--- src/rtl/mips_ctrl_pkg.sv ---
// Shared encodings for the multi-cycle MIPS control path.
// MIPS_CTRL_ADDI_EN enables ADDI decode (ADDI_EXEC/ADDI_WB states).
package mips_ctrl_pkg;

  typedef enum logic [3:0] {
    S_IDLE      = 4'd0,
    S_FETCH     = 4'd1,
    S_DECODE    = 4'd2,
    S_MEMADDR   = 4'd3,
    S_MEMREAD   = 4'd4,
    S_MEMWB     = 4'd5,
    S_MEMWRITE  = 4'd6,
    S_EXECUTE   = 4'd7,
    S_RTYPE_WB  = 4'd8,
    S_BRANCH    = 4'd9,
    S_JUMP      = 4'd10,
    S_ADDI_EXEC = 4'd11,
    S_ADDI_WB   = 4'd12
  } state_t;

  localparam logic [5:0] OP_RTYPE = 6'b000000;
  localparam logic [5:0] OP_LW    = 6'b100011;
  localparam logic [5:0] OP_SW    = 6'b101011;
  localparam logic [5:0] OP_BEQ   = 6'b000100;
  localparam logic [5:0] OP_J     = 6'b000010;
  localparam logic [5:0] OP_ADDI  = 6'b001000;

  localparam logic [1:0] ALUOP_ADD   = 2'b00;
  localparam logic [1:0] ALUOP_SUB   = 2'b01;
  localparam logic [1:0] ALUOP_FUNCT = 2'b10;

  localparam logic [1:0] SRCB_REG   = 2'b00;
  localparam logic [1:0] SRCB_FOUR  = 2'b01;
  localparam logic [1:0] SRCB_IMM   = 2'b10;
  localparam logic [1:0] SRCB_IMMSH = 2'b11;

  localparam logic [1:0] PCSRC_ALU    = 2'b00;
  localparam logic [1:0] PCSRC_ALUOUT = 2'b01;
  localparam logic [1:0] PCSRC_JUMP   = 2'b10;

`ifdef MIPS_CTRL_ADDI_EN
  localparam bit ADDI_EN = 1'b1;
`else
  localparam bit ADDI_EN = 1'b0;
`endif

  typedef struct packed {
    logic       pc_write;
    logic       pc_write_cond;
    logic       iord;
    logic       mem_read;
    logic       mem_write;
    logic       mem_to_reg;
    logic       ir_write;
    logic [1:0] pc_source;
    logic [1:0] op_alu;
    logic       alu_src_a;
    logic [1:0] alu_src_b;
    logic       reg_dst;
    logic       reg_write;
  } ctrl_t;

  // FETCH as the target marks an unsupported opcode.
  function automatic state_t decode_target(input logic [5:0] op);
    case (op)
      OP_RTYPE:     return S_EXECUTE;
      OP_LW, OP_SW: return S_MEMADDR;
      OP_BEQ:       return S_BRANCH;
      OP_J:         return S_JUMP;
      OP_ADDI:      return ADDI_EN ? S_ADDI_EXEC : S_FETCH;
      default:      return S_FETCH;
    endcase
  endfunction

endpackage

--- src/rtl/mips_ctrl_decode.sv ---
// Combinational state -> control-word decoder for the multi-cycle MIPS control.
module mips_ctrl_decode
  import mips_ctrl_pkg::*;
(
  input  state_t state,
  input  logic   mem_ready,
  output ctrl_t  ctrl
);

  always_comb begin
    ctrl = '0;
    case (state)
      S_FETCH: begin
        ctrl.mem_read  = 1'b1;
        ctrl.alu_src_b = SRCB_FOUR;
        ctrl.op_alu    = ALUOP_ADD;
        ctrl.pc_source = PCSRC_ALU;
        ctrl.ir_write  = mem_ready;
        ctrl.pc_write  = mem_ready;
      end
      S_DECODE: begin
        ctrl.alu_src_b = SRCB_IMMSH;
        ctrl.op_alu    = ALUOP_ADD;
      end
      S_MEMADDR, S_ADDI_EXEC: begin
        ctrl.alu_src_a = 1'b1;
        ctrl.alu_src_b = SRCB_IMM;
        ctrl.op_alu    = ALUOP_ADD;
      end
      S_MEMREAD: begin
        ctrl.mem_read = 1'b1;
        ctrl.iord     = 1'b1;
      end
      S_MEMWB: begin
        ctrl.mem_to_reg = 1'b1;
        ctrl.reg_write  = 1'b1;
      end
      S_MEMWRITE: begin
        ctrl.mem_write = 1'b1;
        ctrl.iord      = 1'b1;
      end
      S_EXECUTE: begin
        ctrl.alu_src_a = 1'b1;
        ctrl.alu_src_b = SRCB_REG;
        ctrl.op_alu    = ALUOP_FUNCT;
      end
      S_RTYPE_WB: begin
        ctrl.reg_dst   = 1'b1;
        ctrl.reg_write = 1'b1;
      end
      S_BRANCH: begin
        ctrl.alu_src_a     = 1'b1;
        ctrl.alu_src_b     = SRCB_REG;
        ctrl.op_alu        = ALUOP_SUB;
        ctrl.pc_write_cond = 1'b1;
        ctrl.pc_source     = PCSRC_ALUOUT;
      end
      S_JUMP: begin
        ctrl.pc_write  = 1'b1;
        ctrl.pc_source = PCSRC_JUMP;
      end
      S_ADDI_WB: ctrl.reg_write = 1'b1;
      default: ctrl = '0;
    endcase
  end

endmodule

--- src/rtl/mips_multicycle_ctrl.sv ---
// Multi-cycle MIPS main control FSM with bounded memory-ready wait.
// MIPS_CTRL_ADDI_EN (via mips_ctrl_pkg) adds ADDI support.
module mips_multicycle_ctrl
  import mips_ctrl_pkg::*;
#(
  parameter int MEM_TIMEOUT = 16,
  parameter int TMO_W       = 5
) (
  input  logic       clk,
  input  logic       rst_n,
  input  logic [5:0] opcode,
  input  logic       mem_ready,
  output logic       PCWrite,
  output logic       PCWriteCond,
  output logic       IorD,
  output logic       MemRead,
  output logic       MemWrite,
  output logic       MemtoReg,
  output logic       IRWrite,
  output logic [1:0] PCSource,
  output logic [1:0] OpALU,
  output logic       ALUSrcA,
  output logic [1:0] ALUSrcB,
  output logic       RegDst,
  output logic       RegWrite,
  output logic       illegal_op,
  output logic       mem_err,
  output logic [3:0] state
);

  localparam logic [TMO_W-1:0] TMO_LAST = TMO_W'(MEM_TIMEOUT - 1);

  state_t           st;
  state_t           dec_next;
  logic [TMO_W-1:0] wait_cnt;
  ctrl_t            ctrl;

  assign dec_next = decode_target(opcode);

  // Counter defaults to zero so any state change (including a FETCH retry) clears it.
  always_ff @(posedge clk or negedge rst_n) begin
    if (!rst_n) begin
      st       <= S_IDLE;
      wait_cnt <= '0;
      mem_err  <= 1'b0;
    end else begin
      wait_cnt <= '0;
      case (st)
        S_IDLE:   st <= S_FETCH;
        S_FETCH, S_MEMREAD, S_MEMWRITE: begin
          if (mem_ready) begin
            case (st)
              S_FETCH:   st <= S_DECODE;
              S_MEMREAD: st <= S_MEMWB;
              default:   st <= S_FETCH;
            endcase
          end else if (wait_cnt == TMO_LAST) begin
            mem_err <= 1'b1;
            st      <= S_FETCH;
          end else begin
            wait_cnt <= wait_cnt + TMO_W'(1);
          end
        end
        S_DECODE:    st <= dec_next;
        S_MEMADDR:   st <= (opcode == OP_LW) ? S_MEMREAD : S_MEMWRITE;
        S_EXECUTE:   st <= S_RTYPE_WB;
        S_ADDI_EXEC: st <= S_ADDI_WB;
        default:     st <= S_FETCH;
      endcase
    end
  end

  mips_ctrl_decode u_decode (
    .state     (st),
    .mem_ready (mem_ready),
    .ctrl      (ctrl)
  );

  assign illegal_op  = (st == S_DECODE) && (dec_next == S_FETCH);
  assign state       = st;
  assign PCWrite     = ctrl.pc_write;
  assign PCWriteCond = ctrl.pc_write_cond;
  assign IorD        = ctrl.iord;
  assign MemRead     = ctrl.mem_read;
  assign MemWrite    = ctrl.mem_write;
  assign MemtoReg    = ctrl.mem_to_reg;
  assign IRWrite     = ctrl.ir_write;
  assign PCSource    = ctrl.pc_source;
  assign OpALU       = ctrl.op_alu;
  assign ALUSrcA     = ctrl.alu_src_a;
  assign ALUSrcB     = ctrl.alu_src_b;
  assign RegDst      = ctrl.reg_dst;
  assign RegWrite    = ctrl.reg_write;

endmodule

--- config.mk ---
export PLATFORM = sky130hd
export DESIGN_NAME = mips_multicycle_ctrl
export DESIGN_NICKNAME = d
export VERILOG_FILES = /design/src/rtl/mips_ctrl_pkg.sv /design/src/rtl/mips_ctrl_decode.sv /design/src/rtl/mips_multicycle_ctrl.sv
export SDC_FILE = /design/constraint.sdc
export NUM_CORES = 1
export LEC_CHECK = 0
export CAP_MARGIN = 25
export CORE_ASPECT_RATIO = 1.5
export CORE_MARGIN = 3
export CORE_UTILIZATION = 38
export DETAILED_ROUTE_END_ITERATION = 6
export PLACE_DENSITY = 0.75
export REMOVE_ABC_BUFFERS = 1
export SLEW_MARGIN = 20
export SYNTH_ARGS = -nofsm -noshare
export SYNTH_HDL_FRONTEND = slang
export SYNTH_SLANG_ARGS = --single-unit
--- constraint.sdc ---
create_clock -name clk -period 1.2 [get_ports clk]
set_input_delay 0.24 -clock clk [delete_from_list [all_inputs] [get_ports clk]]
set_output_delay 0.24 -clock clk [all_outputs]
set_load 0.01 [all_outputs]
Yosys cells after proc, flatten, opt, wreduce, memory -nomap -nowiden:

Index checks and enable logic that the tools add are counted.
W data, S select, Z words.

* add/subtract/negate cells: 1
* $mul: 0
* divide/modulo/power cells: 0
* $lt $le $gt $ge: 0
* equal/unequal tests: 19
* shift operators: 0
* mux-type cells: 22
* bitwise gates (word level): 1
* reduce and logical (&&, ||, !) cells: 10

Operators by type and width (count)
* $eq A4 B4 Y1 const B: 5
* $pmux W4 S5: 1
* $eq A4 B3 Y1 const B: 4
* $pmux W4 S4: 1
* $mux W5: 3
* $eq A6 B6 Y1 const B: 2
* $mux W1: 9
* $eq A4 B1 Y1 const B: 2
* $eq A4 B2 Y1 const B: 2
* $mux W4: 2
* $pmux W2 S2: 2
* $reduce_or A2 Y1: 4
* $eq A6 B2 Y1 const B: 1
* $eq A6 B3 Y1 const B: 1
* $logic_not A6 Y1: 1
* $pmux W2 S3: 1
* $pmux W3 S2: 1
* $reduce_or A3 Y1: 2
* $add A5 B1 Y5 const B: 1
* $eq A5 B4 Y1 const B: 1
* $reduce_or A4 Y1: 1
* $ne A3 B3 Y1 const B: 1
* $reduce_and A3 Y1: 1
* $mux W2: 1
* other kinds (3): 3

* register bits: 10
* bits in latches: 0
* bits in writable memories: 0
* ROM bits: 0
* output and inout bits: 22
* memories kept: 0

Logic depth before layout (Yosys ltp):

* depth in word-level cells: 5
* depth in mapped cells: 5
* gate-level depth less buffers: 5

Cells and area by module:

From an unflattened synthesis, not the netlist that was laid out.

* cell total of the unflattened synthesis: 91
* area, all modules: 844.6 um2

Modules (own cells, without submodules)
* mips_multicycle_ctrl: instances 1, cells each 60, area each 604.3 um2, seq. area each 250.2 um2
* mips_ctrl_decode: instances 1, cells each 31, area each 240.2 um2, seq. area each 0.0 um2

Least setup slack after synthesis:

No wires, ideal clock.

* path type: register -> output
* from: reg st[3], in the netlist state[3]
* to: out illegal_op
* arrival time: 1.304 ns
* setup slack: -0.344 ns
* cell stages (with the launch flop): 3
* buffers on the path: 1
* cells stage by stage: dfrtp_1 buf_6 a2111oi_0

* longest elaborated chain between the ends: 2

Ends and longest elaborated chain
* start, declared: line mips_multicycle_ctrl.sv:33 `state_t st;`
* start signal, assigned: line mips_multicycle_ctrl.sv:64 `S_DECODE: st <= dec_next;`
* start signal, assigned: line mips_multicycle_ctrl.sv:65 `S_MEMADDR: st <= (opcode == OP_LW) ? S_MEMREAD : S_MEMWRITE;`
* $eq A4 B2 Y1: line mips_multicycle_ctrl.sv:79 `assign illegal_op = (st == S_DECODE) && (dec_next == S_FETCH);`
* $logic_and A1 B1 Y1: line mips_multicycle_ctrl.sv:79
* end, declared: line mips_multicycle_ctrl.sv:26 `output logic illegal_op,`

Every way passes these cells.

Worst setup path in the final report:

* from: reg st[3], in the netlist state[3]
* to: out PCWrite

* longest elaborated chain between the ends: 2
* elaborated cells between the ends (all ways): 3

Ends and longest elaborated chain
* $eq A4 B4 Y1 / $eq A4 B1 Y1 (equally long branches): line mips_ctrl_decode.sv:12 `case (state)`
* $pmux W1 S2 (*): line mips_ctrl_decode.sv:12
* end, declared: line mips_multicycle_ctrl.sv:13 `output logic PCWrite,`

Mark *: on every way between the ends. The rest lies on a longest branch, timed or not.

==> metrics.cfg <==
[run_status]
outcome = complete, but fails checks
violations = negative setup slack

[worst_hold_path]
hold_class = in2async

[die]
die_area_um2 = 2620
fp.dieW_um = 42.8
start_util_pct = 41.0
ios = 31
fp.coreArea_um2 = 1880
die_h_um = 61.2
placement_rows = 19

[grt]
grt_pass1_wl_um = 5180
grt_antenna_before_repair = 0
grt_max_degree = 11
track_usage_pct = 27.4
grt_pass1_vias = 1106
grt_overflow = 0

[setup_path]
required_ns = 0.96
path_max_fanout = 4
cp-end-kind = primary output
crit_type = reg2out
startpoint_type = flip-flop
r2r_start = state[2]$_DFFE_PN0P_
critPathLaunch = state[3]$_DFFE_PN0P_
arrival_ns = 1.43

[synth]
synth_edf_count = 0
ys_seq_area_share_pct = 32.5
ys_async_sr_fraction_pct = 100
netlist.area_leader.share_pct = 32.5
yosys_warnings = 0
synth_commonest_cells = 13 x nor2_1, 10 x dfrtp_1, 6 x nand2_1
synth_ff_type = dfrtp_1
syn_area_um2 = 771
syn_area_per_cell_um2 = 8.86
yosysUniqueCellTypes = 41
syn_inst = 87
synth.area.top_cells = dfrtp_1 32%, nor2_1 6.3%, nand2b_4 3.6%
ys_seq_elements = 10
synthMostInstantiatedCell = nor2_1
yosysTopAreaCell = dfrtp_1

[finish]
multiInputGateArea_um2 = 648
fin_util_pct = 89.7
final_cells = 189
nets = 179
seq_area_um2 = 254
diodes = 0
fillers = 80
area_delta_synth_final_pct = 119
drive_above_1_share_pct = 69.6

[clock_tree]
numClockSinks = 10
cts_tree = built
cts_buffers = 3
postCtsHoldBufs = 0
cts-root-buf = clkbuf_4
clockBufferDepth = 2
insertion_delay_ns = 0.28
path_clk_slew_ns = 0.07
cts_max_level = 1

[timing]
worst_slack_ns = -0.473
fin_crit_sh_pct = 139
fin_crit_ns = 1.67
final.setup_skew_ns = 0.00508
setup_viol = 31
maxSlewHeadroom_pct = 71.5
worst_hold_slack_ns = 0.263
tightest_slew_ns = 0.427
hold_violations = 0
rsz0062_at_grt = true
max_freq_ghz = 0.598
drv_slew = 0

[routing]
wl_per_cell_um = 20.0
drt_iter0_drc = 40
vias_per_cell = 5.69
wl_um = 3790
dr.pass1.iters = 4
postRouteAntennaNets = 0
route.detailed.drc = 0
vias = 1075

[placed_design]
gp_congestion = 0.898
numPlacedInstances = 161
port_buffers = 30
post-dp-hpwl_um = 1810

[power_and_ir_drop]
p_per_area_nw_per_um2 = 2440
irDropWorstVdd_mv = 1.98
power.leakage_nw = 0.841

[flow_run]
cap_viol_max_count = 0

cell families after synthesis:
family                   share of synthesized area (%)
XOR/XNOR                                          4.55
AO/OA/AOI/OAI                                     14.1
buffers and inverters                             6.49
adder cells (fa/ha/maj)                           1.62
AND/OR/NAND/NOR                                   40.7
flip-flops                                        32.5
registers in the layout, summed over array words and instances, names as in the netlist:
register,cells
mem_err,1
state,4
wait_cnt,5
cell type report:
type                    count  area share, %
clock buffers               4           2.15
inverters                   2          0.446
repair buffers             82           42.3
well taps                  21           1.56
multi-input cells          70           38.5
flip-flops and latches     10           15.1
metal layers:
metal  vias up  global-route usage (%)  part of all wire, %  wire (µm)
li1        475                       -                    -          -
met5         -                       0                    0          0
met2        63                    50.4                   49       1860
met4         0                    16.9                  8.1        306
met3        25                    4.39                  6.3        240
met1       512                    28.9                   36       1380
timing repair:
| action | CTS | global route |
|---|---|---|
| pin swaps | 16 | 12 |
| setup endpoints to repair | 32 | 32 |
| resized for setup | 151 | 21 |
| setup buffers | 20 | 7 |
metrics by stage:
stage / setup WS, ns / cell area (µm²) / power, mW / TNS, ns
after floorplan: -0.411 / 728 / 1.36 / -3.21
after global placement: -0.872 / 1260 / 2.49 / -12.84
after detailed placement: -1.02 / 1260 / 2.52 / -13.34
after CTS: -0.409 / 1580 / 3.58 / -8.01
after global routing: -0.553 / 1680 / 4.33 / -12.01
final: -0.473 / 1680 / 4.11 / -10.04
layout by cell type (no fill, tap or decap), drive strengths merged, types with 4 or more instances in the layout:
master	count
o21ai	4
nor3	5
clkdlybuf4s50	4
nand2b	5
dfrtp	10
clkbuf	4
nor2	14
buf	73
nand2	6
final timing paths:
path                                         end  slack, ns  cells past startpoint
max                                      PCWrite      -0.47                      5
min                        wait_cnt[2]$_DFF_PN0_       0.26                      1
max reg2reg                wait_cnt[4]$_DFF_PN0_      -0.45                      7
min reg2reg                  mem_err$_DFFE_PN0P_       0.46                      1
max in group asynchronous   state[3]$_DFFE_PN0P_       0.61                      1
min in group clk             mem_err$_DFFE_PN0P_       0.46                      1
power breakdown:
part	leakage, nW	switching (mW)	internal (mW)	total (mW)
Sequential	0.129	0.107	0.423	0.531
Combinational	0.690	1.50	1.77	3.27
Clock	0.0210	0.130	0.185	0.315
worst max-delay path, stage by stage, from the launching register on:
cell	delay, ns
dfrtp_2	0.45
buf_6	0.15
nor2_4	0.12
nand4b_1	0.19
o21ai_1	0.12
buf_2	0.14
Note: power is estimated with default switching activity, not from simulation.
